==> config.mk <==
export PLATFORM = sky130hd
export DESIGN_NAME = perf_meas_ctrl
export DESIGN_NICKNAME = d
export VERILOG_FILES = /design/src/rtl/perf_meas_ctrl.sv
export SDC_FILE = /design/constraint.sdc
export NUM_CORES = 1
export LEC_CHECK = 0
export ABC_AREA = 1
export CORE_ASPECT_RATIO = 0.9
export CORE_MARGIN = 2
export CORE_UTILIZATION = 23
export CTS_CLUSTER_DIAMETER = 60
export CTS_CLUSTER_SIZE = 25
export DETAILED_ROUTE_END_ITERATION = 16
export GPL_TIMING_DRIVEN = 0
export PLACE_DENSITY_LB_ADDON = 0.12
export SYNTH_ARGS = -nofsm -noshare
export SYNTH_HDL_FRONTEND = slang
export SYNTH_SLANG_ARGS = --single-unit
==> constraint.sdc <==
create_clock -name clk -period 4.8 [get_ports clk]
set_clock_uncertainty 0.05 [all_clocks]
set_input_delay 1.2 -clock clk [delete_from_list [all_inputs] [get_ports clk]]
set_output_delay 1.2 -clock clk [all_outputs]
set_load 0.05 [all_outputs]
==> src/rtl/perf_meas_ctrl.sv <==
// perf_meas_ctrl: runs back-to-back measurement windows of `win` clock cycles,
// counts accepted beats on one monitored valid/ready link, timestamps each
// window against a free-running wall-clock tick, and emits one report record
// per window. After every completed window the length is rescaled by
// 2**SEARCH_SHIFT so reports arrive at a roughly steady wall-clock rate.
//
// Handshake rule (report port): a record is transferred on every rising clk
// edge where rpt_valid & rpt_ready are both 1. Once rpt_valid rises, it and all
// rpt_* fields hold stable until that transfer; rpt_valid never depends
// combinationally on rpt_ready. The monitored link is observed only: a beat is
// counted on a RUN cycle where mon_valid & mon_ready are both 1.
//
// dbg_state exposes the FSM state (0=IDLE, 1=RUN, 2=REPORT) for checkers.

module perf_meas_ctrl #(
  parameter int unsigned CW             = 32,
  parameter int unsigned TW             = 32,
  parameter int unsigned DEFAULT_CYCLES = 1024,
  parameter int unsigned MIN_TICKS      = 1000,
  parameter int unsigned MAX_TICKS      = 10000,
  parameter int unsigned SEARCH_SHIFT   = 1
) (
  input  logic          clk,
  input  logic          nreset,
  input  logic          en,
  input  logic          cfg_load,
  input  logic [CW-1:0] cfg_cycles,
  input  logic [TW-1:0] time_ticks,
  input  logic          mon_valid,
  input  logic          mon_ready,
  output logic          rpt_valid,
  input  logic          rpt_ready,
  output logic [CW-1:0] rpt_cycles,
  output logic [CW-1:0] rpt_beats,
  output logic [TW-1:0] rpt_ticks,
  output logic [CW-1:0] cur_cycles,
  output logic [1:0]    dbg_state
);

  typedef enum logic [1:0] {
    ST_IDLE   = 2'd0,
    ST_RUN    = 2'd1,
    ST_REPORT = 2'd2
  } state_t;

  localparam logic [CW-1:0] WIN_RESET = CW'(DEFAULT_CYCLES);
  localparam logic [CW-1:0] WIN_ONE   = CW'(1);
  localparam logic [TW-1:0] TK_MIN    = TW'(MIN_TICKS);
  localparam logic [TW-1:0] TK_MAX    = TW'(MAX_TICKS);

  state_t        state_q, state_n;
  logic [CW-1:0] win_q, win_n;
  logic [CW-1:0] cyc_q, cyc_n;
  logic [CW-1:0] beat_q, beat_n;
  logic [TW-1:0] t0_q, t0_n;
  logic [CW-1:0] rpt_cycles_q, rpt_cycles_n;
  logic [CW-1:0] rpt_beats_q, rpt_beats_n;
  logic [TW-1:0] rpt_ticks_q, rpt_ticks_n;

  logic          beat;
  logic          start;
  logic          last_cyc;
  logic [TW-1:0] elapsed;

  // Window rescaling: grow when the window was too short in wall-clock time,
  // shrink when too long. Growth saturates to all-ones instead of wrapping;
  // shrinking never reaches zero, since zero means "disabled".
  function automatic logic [CW-1:0] adapt(input logic [CW-1:0] w,
                                          input logic [TW-1:0] t);
    logic [CW-1:0] r;
    r = w;
    if (t < TK_MIN) begin
      if ((w >> (CW - SEARCH_SHIFT)) != '0) r = '1;
      else                                  r = w << SEARCH_SHIFT;
    end else if (t > TK_MAX) begin
      if ((w >> SEARCH_SHIFT) == '0) r = WIN_ONE;
      else                           r = w >> SEARCH_SHIFT;
    end
    return r;
  endfunction

  assign beat     = mon_valid & mon_ready;
  assign elapsed  = time_ticks - t0_q;
  assign last_cyc = (cyc_q == (win_q - WIN_ONE));

  // Next-state and datapath updates; every target defaults to hold.
  always_comb begin
    state_n      = state_q;
    win_n        = win_q;
    cyc_n        = cyc_q;
    beat_n       = beat_q;
    t0_n         = t0_q;
    rpt_cycles_n = rpt_cycles_q;
    rpt_beats_n  = rpt_beats_q;
    rpt_ticks_n  = rpt_ticks_q;
    start        = 1'b0;

    case (state_q)
      ST_IDLE: begin
        if (cfg_load) begin
          win_n = cfg_cycles;
          if (en && (cfg_cycles != '0)) start = 1'b1;
        end else if (en && (win_q != '0)) begin
          start = 1'b1;
        end
      end

      ST_RUN: begin
        if (cfg_load) begin
          // A reload discards the running window, even on its last cycle.
          win_n = cfg_cycles;
          if (en && (cfg_cycles != '0)) start = 1'b1;
          else                          state_n = ST_IDLE;
        end else if (!en) begin
          state_n = ST_IDLE;
        end else if (last_cyc) begin
          // The beat on the final cycle belongs to this window.
          rpt_cycles_n = win_q;
          rpt_beats_n  = beat_q + CW'(beat);
          rpt_ticks_n  = elapsed;
          win_n        = adapt(win_q, elapsed);
          state_n      = ST_REPORT;
        end else begin
          cyc_n  = cyc_q + WIN_ONE;
          beat_n = beat_q + CW'(beat);
        end
      end

      ST_REPORT: begin
        // The pending record is untouched; a reload only affects the next window.
        if (cfg_load) win_n = cfg_cycles;
        if (rpt_ready) begin
          if (en && (win_n != '0)) start = 1'b1;
          else                     state_n = ST_IDLE;
        end
      end

      default: state_n = ST_IDLE;
    endcase

    // Window start: timestamp now, first counted cycle is the next one.
    if (start) begin
      state_n = ST_RUN;
      t0_n    = time_ticks;
      cyc_n   = '0;
      beat_n  = '0;
    end
  end

  // State and datapath registers with synchronous active-low reset.
  always_ff @(posedge clk) begin
    if (!nreset) begin
      state_q      <= ST_IDLE;
      win_q        <= WIN_RESET;
      cyc_q        <= '0;
      beat_q       <= '0;
      t0_q         <= '0;
      rpt_cycles_q <= '0;
      rpt_beats_q  <= '0;
      rpt_ticks_q  <= '0;
    end else begin
      state_q      <= state_n;
      win_q        <= win_n;
      cyc_q        <= cyc_n;
      beat_q       <= beat_n;
      t0_q         <= t0_n;
      rpt_cycles_q <= rpt_cycles_n;
      rpt_beats_q  <= rpt_beats_n;
      rpt_ticks_q  <= rpt_ticks_n;
    end
  end

  assign rpt_valid  = (state_q == ST_REPORT);
  assign rpt_cycles = rpt_cycles_q;
  assign rpt_beats  = rpt_beats_q;
  assign rpt_ticks  = rpt_ticks_q;
  assign cur_cycles = win_q;
  assign dbg_state  = state_q;

endmodule
Word-level counts from Yosys, hierarchy flattened
Cells that the tools add are included.
- register bits after elaboration: 226
- input port bits: 71
- output and inout port bits: 131
- word-level logic and storage cells: 75
- add/subtract/negate cells: 4
- magnitude comparators: 2
- equality and inequality tests: 15
- multiplexer cells: 25
- bitwise gates (word level): 5
- reduce and logical (&&, ||, !) cells: 15
- operators by type and width (cell ; count):
    two-way mux 32 bit ; 8
    case mux 32 bit (3 select lines) ; 1
    nonzero test 32 bit ; 3
    adder 32 x 1 -> 32 bit ; 1
    adder 32 x 1 -> 32 bit (second input constant) ; 1
    == test 32 bit ; 1
    > comparator 32 x 14 -> 1 bit (second input constant) ; 1
    zero test 32 bit ; 1
    < comparator 32 x 10 -> 1 bit (second input constant) ; 1
    subtractor 32 x 1 -> 32 bit (second input constant) ; 1
    subtractor 32 bit ; 1
    two-way mux 31 bit ; 1
    two-way mux 2 bit ; 6
    != test 3 bit (second input constant) ; 4
    != test 4 bit (second input constant) ; 3
    AND reduction 4 bit ; 3
    AND reduction 5 bit ; 2
    two-way mux 1 bit ; 7
    case mux 2 bit (3 select lines) ; 1
    != test 5 bit (second input constant) ; 1
    != test 2 bit (second input constant) ; 2
    NOT 1 bit ; 4
    logical AND 1 bit ; 3
    != test 3 x 1 -> 1 bit (second input constant) ; 1
    other kinds (8) ; 8

Depth between registers and ports, before layout
Gate-level depths: netlist of run 1.
- depth after elaboration: 9
- depth in mapped cells: 24

Least setup slack after synthesis of run 1
Ideal clock, no wire load.
- path type: input to register
- from: input port time_ticks[0]
- to: register win_q[20], in the netlist cur_cycles[20]
- data arrival time: 3429 ps
- setup slack: 1210 ps
- cell stages on the path: 21
- path buffers: 1
- cells stage by stage: inv_1 > ha_1 > inv_1 > fa_1 > nand3_1 > nand2_1 > nand3_1 > nand3_1 > nand2_1 > nand2_1 > nand2_1 > nand2_1 > nor2_1 > nand2_1 > nor2_1 > clkbuf_1 > nand4_1 > nand2_1 > nor2_1 > nor2_1 > nor2_1
- longest elaborated chain between the ends: 7
- elaborated cells on any way between the ends: 10
- classes of those cells: add/sub: 1; order compare: 2; eq/ne: 1; mux: 5; reduce/logical: 1
- ends and longest elaborated chain (item ; RTL line ; source):
    start: declaration ; 28 ; input logic [TW-1:0] time_ticks,
    subtractor 32 bit (*) ; 83 ; assign elapsed = time_ticks - t0_q;
    < comparator 32 x 10 -> 1 bit ; 72 ; if (t < TK_MIN) begin
    two-way mux 32 bit ; 72 ;
    two-way mux 32 bit ; 116 ; end else if (last_cyc) begin
    two-way mux 32 bit ; 114 ; end else if (!en) begin
    two-way mux 32 bit ; 109 ; if (cfg_load) begin
    case mux 32 bit (3 select lines) ; 98 ; case (state_q)
    end signal: assignment ; 163 ; win_q <= win_n;
    end: declaration ; 52 ; logic [CW-1:0] win_q, win_n;
Every way passes the cells marked *; elsewhere a longest branch is shown, timed or not. The select of a mux whose other input is x is not followed.
A chain may end at the register's enable or synchronous reset.

Worst setup path in the final report of run 1
- from: input port time_ticks[0]
- to: register win_q[21], in the netlist cur_cycles[21]
Same word-level chain as after synthesis.

==> metrics.sh, run 1 <==
CTS.SINKS=226
YOSYS.AREA.TOP_TYPE='dfxtp_1'
BIGGEST_AREA_CONTRIBUTORS_IN_THE_SYNTHESIZED_NETLIST='dfxtp_1, nand2_1, nor2_1, inv_1, a21oi_1'
IOS=202
SYNTH_CELL_TYPES=39
CRIT_PATH_START_KIND='primary input'
MAX_FREQ_MHz=223
RSZ0062_AT_GRT='true'
GRT_MAX_DEGREE=18
HOLD_PATH_CLASS='reg -> reg'
POSTSYNTH.TOPFLOPCELL='dfxtp_1'
SYN_AREA_SQ_UM=15500
CLKTRANSATPATHREGS_PS=60
AREA_TAKEN_BY_FLIP_FLOPS_AND_LATCHES_SQ_UM=4520
WORST_SLEW_SLACK_AS_A_FRACTION_OF_ITS_LIMIT=0.432
WORST_SKEW_PAIR.LATE_LATENCY_PS=620
WORSTMARGINPINSLEW_PS=850
MAX-CLOCK-PATH-BUFFERS=3
CTS_INSERTED_BUFFERS=29
DRIVE_ABOVE_1_SHARE=0.0461
POST_LAYOUT_INST_AREA_SQ_UM=19700
LEAKAGE_nW=8.88
CTS_SETUP_BUFFERS=0
ROUTE.VIAS.TOTAL=17400
SYNTHMOSTINSTANTIATEDCELL='nand2_1'
POWER_DENSITY_nW_PER_UM2=305
LAYOUT_WORST_PATH_CYCLE_SHARE=0.934
PLACEMENTROWS=90
CP_DATA_REQUIRED_TIME_PS=5220
TOP_ROUTING_LAYER_USED='met4'
CAP_VIOLATIONS=0
POST_DP_CELL_AREA_SQ_UM=18600
WORST_SETUP_PATH_TYPE='in -> reg'
CP_ENDPOINT_KIND='flop'
SMALLEST_SETUP_SLACK_AFTER_LAYOUT_PS=317
GRT_ANTENNA_BEFORE_REPAIR=0
REMAINING_DRC_ERRORS=0
SYNTH.YOSYS.WARNINGS=0
CTS.HTREE.LEVELS=1
NUMBER_OF_NETS_IN_THE_FINISHED_DESIGN=2974
M1WIRELENGTH_MM=35.4
FILL_CELLS=7504
DIE_AREA_SQ_UM=69700
ROOT_BUFFER_MASTER='clkbuf_16'
HOLD_BUF_CTS=0
INITIAL_UTILIZATION=0.232
YOSYSTOPAREACELLSHARE=0.291
HOLD_PATH.STARTPOINT='t0_q[29]'
SETUP_VIOL=0
POST_DRT_VIA_CELL_RATIO=4.63
POST_SYNTH_MOST_FREQUENT_CELLS='nand2_1, nor2_1, inv_1'
FIRST_ITER_VIOLATIONS=1526
DPL.CELL_COUNT=3709
ANTENNA_VIOLATING_NETS_POST_ROUTE=0
DRT-PASS1-ITER-COUNT=5
GRT_USE_TOTAL=0.198
STDCELL_COUNT=3763
YOSYS_REGISTER_BITS=226
MULTIINPUTGATEAREA_SQ_UM=9310
VDD.IR_DROP.WORST_mV=0.255
PERIOD_MINUS_SLACK_PS=4480
DIE_HEIGHT_UM=251
ROUTED_WIRELENGTH_MM=70.3
GRT_REMAINING_OVERFLOW=0
FINALMAXSLEWVIOLATIONS=0
SYNTH.AVG_CELL_AREA_SQ_UM=5.90
SYNTH-EDFF-COUNT=0
CRIT-REG2REG-LAUNCH='cur_cycles[0]'
TRITONCTS='yes'
DIE_X_UM=278
SYNTHCELLS=2635
SYNTH_FP_NETS=2743
PLACEMENT.IO_BUFFERS=200
FINALHOLDVIOLATIONS=0
AVGROUTEDWIREPERCELL_UM=18.7
HPWL_MM=57.4
NUMBER_OF_GLOBAL_ROUTE_VIAS_BEFORE_REPAIR=16700
DESIGN.CORE.AREA_SQ_UM=67000
WORST_SETUP_PATH_STARTPOINT='time_ticks[0]'
GLOBAL_ROUTE_WIRE_LENGTH_BEFORE_REPAIR_MM=105
CRITICAL_PATH_PEAK_FANOUT=10
DETAILROUTE.WIRELENGTH.MET3_MM=4.55
LAYOUT-AREA-OVERHEAD-VS-SYNTH_PCT=26.7
STATUS='completed'
SEQ_AREA_FRAC_SYNTH=0.291
SYNTHARSTFLOPSHARE=0
DETAILEDPLACE.WORSTSLACK_PS=-736
GP_CONGESTION=0.920
REG2REG_DEPTH=16
MET2_LENGTH_MM=29.0
HOLDPATHSTAGES=2
TIMING.CRITICAL_PATH.ARRIVAL_PS=4900
## final timing paths
check,to,slack [ps]
setup / recovery,cur_cycles[21],320
hold / removal,t0_q[29],410
setup reg to reg,rpt_beats[31],770
hold reg to reg,t0_q[29],410
## state kept, by name, summed over array words and instances, names as in the netlist
signal      flops
cyc_q          32
cur_cycles     32
t0_q           32
rpt_ticks      32
beat_q         32
rpt_beats      32
rpt_cycles     32
dbg_state       2
## power breakdown
part	switching, mW	total [mW]	leakage [nW]	internal [mW]
clock network	1.09	2.34	0.486	1.25
registers	0.0879	2.02	1.83	1.93
logic	1.15	1.65	6.56	0.497
## layer usage
metal | GRT usage | vias to the layer above
met3 | 0.0324 | 71
met4 | 0.0381 | 0
met2 | 0.300 | 546
li1 | - | 8868
met1 | 0.293 | 7922
met5 | 0 | -
## layout by cell type, fill, tap and decap left out, drive strengths merged, types with 36 or more instances in the layout
master,n
nand4,97
o21ai,163
xor2,64
ha,36
dfxtp,226
clkdlybuf4s50,200
a21oi,183
nor2,417
nand3,104
nand2,822
buf,50
clkbuf,93
inv,319
## stage by stage
step                total power [mW]  hold slack (ps)  setup TNS, ps  utilization
global placement                3.70              394         -31300        0.278
CTS                             6.07              410              0        0.294
detailed placement              3.70              400         -26310        0.278
floorplan                       3.10              383              0            -
finish                          6.01              406              0        0.294
global route                    6.35              420          -36.2        0.294
## critical path, cell delays in order
cell and delay [ps]:
clkdlybuf4s50_1 430, inv_1 90, ha_1 160, inv_1 90, fa_1 460, nand3_1 120
nand2_1 130, nand3_1 120, nand3_1 220, nand2_1 190, nand2_1 90, nand2_1 70
nand2_1 80, nor2_1 160, nand2_1 110, nor2_4 240, clkbuf_1 410, nand4_1 180
nand2_1 110, nor2_1 40, nor2_1 120, nor2_1 60
## kinds of logic after synthesis
logic type	share of synthesized area
AND/OR/NAND/NOR	0.400
buffers and inverters	0.111
AO/OA/AOI/OAI	0.121
flip-flops	0.291
XOR/XNOR	0.0468
adder cells (fa/ha/maj)	0.0303
## repair_timing
| item | CTS | global route |
|---|---|---|
| setup endpoints to repair | 30 | 32 |
| cloned | 0 | 0 |
| gates resized for setup | 2 | 20 |
## layout make-up
type / count / share of cell area
multi-input cells: 1991 / 0.473
flip-flops and latches: 226 / 0.230
repair buffers: 200 / 0.102
inverters: 305 / 0.0583
well taps: 874 / 0.0555
clock buffers: 30 / 0.0370
plain buffers: 113 / 0.0299
clock inverters: 23 / 0.0149
diodes: 1 / 0.000127
(Power assumes the default switching activity.)
==> inputs of run 2 (changes only) <==
- ABC_CLOCK_PERIOD_IN_PS: unset -> 4800
==> results of run 2 <==
No change in the layout: final DEF, timing and power equal those of run 1.
==> inputs of run 3 (changes only) <==
- SLEW_MARGIN: unset -> 15
==> results of run 3 <==
No change in the layout: final DEF, timing and power equal those of run 1.
==> variant: new RTL, config.mk and constraints of run 3 <==
The parameter `CW` goes from 32 to 16.
--- a/src/rtl/perf_meas_ctrl.sv
+++ b/src/rtl/perf_meas_ctrl.sv
@@ -14,5 +14,5 @@
 
 module perf_meas_ctrl #(
-  parameter int unsigned CW             = 32,
+  parameter int unsigned CW             = 16,
   parameter int unsigned TW             = 32,
   parameter int unsigned DEFAULT_CYCLES = 1024,
Interface: changed (resized cfg_cycles, cur_cycles, rpt_beats and rpt_cycles); port bits go from 202 to 138. The function was not compared with the original's and may differ.
==> variant against run 3 <==
  * Cell area shrank 36%
  * Via count decreased by 39%
  * Worst setup slack better by 0.0019 ns
  * Maximum frequency about the same
  * Total power decreased by 32%
  * Sequential cell count shrank 80
  * Clock power is 40% lower
  * Core utilization about the same
  * Area after synthesis fell by 36%
  * Routed wire length is 45% lower
  * Largest power group unchanged
==> variant: results (changes against run 3) <==
pin count of the biggest net entering global routing: 17 (-1)
number of fill cells in the layout: 4799 (-36%)
Port Buffer Count: 136 (-32%)
Routed WL: 38500 µm (-45%)
DR vias: 10644 (-39%)
outcome: completed
gr usage total: 0.174 (-0.0235)
CP max stage cell: clkdlybuf4s50_1
worst skew pair latency: 0.46 ns (-0.16 ns)
placed wire-length estimate: 30800 µm (-46%)
synth top area cells: dfxtp_1, nand2_1, inv_1, nor2_1, a21oi_1
1st-iter DRT viols: 538 (-65%)
R2R Path Start: t0_q[0]
fin area: 12600 µm² (-36%)
switching part of the total: 0.391 (+0.00297)
Leak: 5.85 nW (-34%)
Critical Path AT: 4.74 ns (-0.16 ns)
Synth top cells by count: nand2_1, inv_1, nor2_1, dfxtp_1, a21oi_1
slack of the worst reg-to-reg path: 1.31 ns (+0.54 ns)
antenna violations before repair: 1 (+1)
Total Nets Final: 1912 (-36%)
Hold Path Origin: t0_q[27]
Slew HR: 0.466 (+0.0345)
R2R cell count: 23 (+7)
R2R Path End: cur_cycles[10]
H-tree depth: 4 (+3)
pre-CTS WS: -0.167 ns (+0.569 ns)
## variant: cell types whose count changed in the layout (fill, tap and decap cells not counted), sizes merged, moves of 9 or more
cell           change
nor2             -230
o21ai             -37
a21oi             -49
inv               -52
a31oi             -10
dfxtp             -80
nand2            -340
xor2              -36
clkbuf            -43
buf               -22
clkdlybuf4s50     -64
nand4             -65
nor4               -9
nor3              -19
## variant: layer usage
metal  vias to the layer above  track usage  wire, µm
met3                        38       0.0305      1650
met4                         0       0.0460       621
met1                      4797        0.253     20200
li1                       5589            -         -
met5                         -            0         0
met2                       220        0.264     16000
## variant: repair_timing
item | in CTS | in global routing
hold buffers | 0 | 0
setup endpoints to repair | 0 | 1
gates resized for setup | 0 | 1
hold endpoints to repair | 0 | 0
## variant: power groups by stage
stage / logic (mW) / registers, mW / clock network [mW]
floorplan: 0.868 / 1.40 / 0
global placement: 1.33 / 1.36 / 0
detailed placement: 1.34 / 1.36 / 0
CTS: 1.34 / 1.33 / 1.45
global route: 1.53 / 1.34 / 1.48
finish: 1.33 / 1.33 / 1.41
## variant: how the worst max path moves through the flow
stage / start / slack, ns / to / depth (start not counted)
after global routing: time_ticks[0] / 0.04 / cur_cycles[4] / 22
after CTS: time_ticks[0] / 0.29 / cur_cycles[10] / 25
final: time_ticks[0] / 0.32 / cur_cycles[10] / 25
after detailed placement: time_ticks[0] / -0.17 / cur_cycles[10] / 25
after global placement: time_ticks[0] / -0.17 / cur_cycles[10] / 25
after floorplan: time_ticks[0] / 1.18 / cur_cycles[1] / 19
## variant: worst max-delay path: cells and delay by family
kind / cells / cell delay [ns]
AND/OR/NAND/NOR: 18 / 1.96
adder cells (fa/ha/maj): 2 / 0.65
buffers and inverters: 5 / 0.91
## variant: cell type report
cell class | count | share of cell area
clock inverter | 12 | 0.0117
buffer | 58 | 0.0224
sequential | 146 | 0.232
clock buffer | 20 | 0.0347
timing repair buffer | 136 | 0.108
multi-input combinational | 1200 | 0.458
inverter | 262 | 0.0782
tap | 555 | 0.0551
## variant: per-stage QoR
| stage | setup TNS [ns] | power [mW] | instances |
|---|---|---|---|
| CTS | 0 | 4.12 | 2389 |
| finish | 0 | 4.07 | 2389 |
| floorplan | 0 | 2.26 | 1666 |
| global route | 0 | 4.35 | 2389 |
| global placement | -2.17 | 2.69 | 2357 |
| detailed placement | -2.14 | 2.69 | 2357 |
## variant: cells by family (layout without fill, tap and decap cells)
kind of cell / Yosys count / after routing / share of synthesized area
adder cells (fa/ha/maj): 36 / 36 / 0.0460
AND/OR/NAND/NOR: 850 / 850 / 0.355
AO/OA/AOI/OAI: 271 / 271 / 0.140
buffers and inverters: 320 / 488 / 0.127
flip-flops: 146 / 146 / 0.294
XOR/XNOR: 43 / 43 / 0.0379
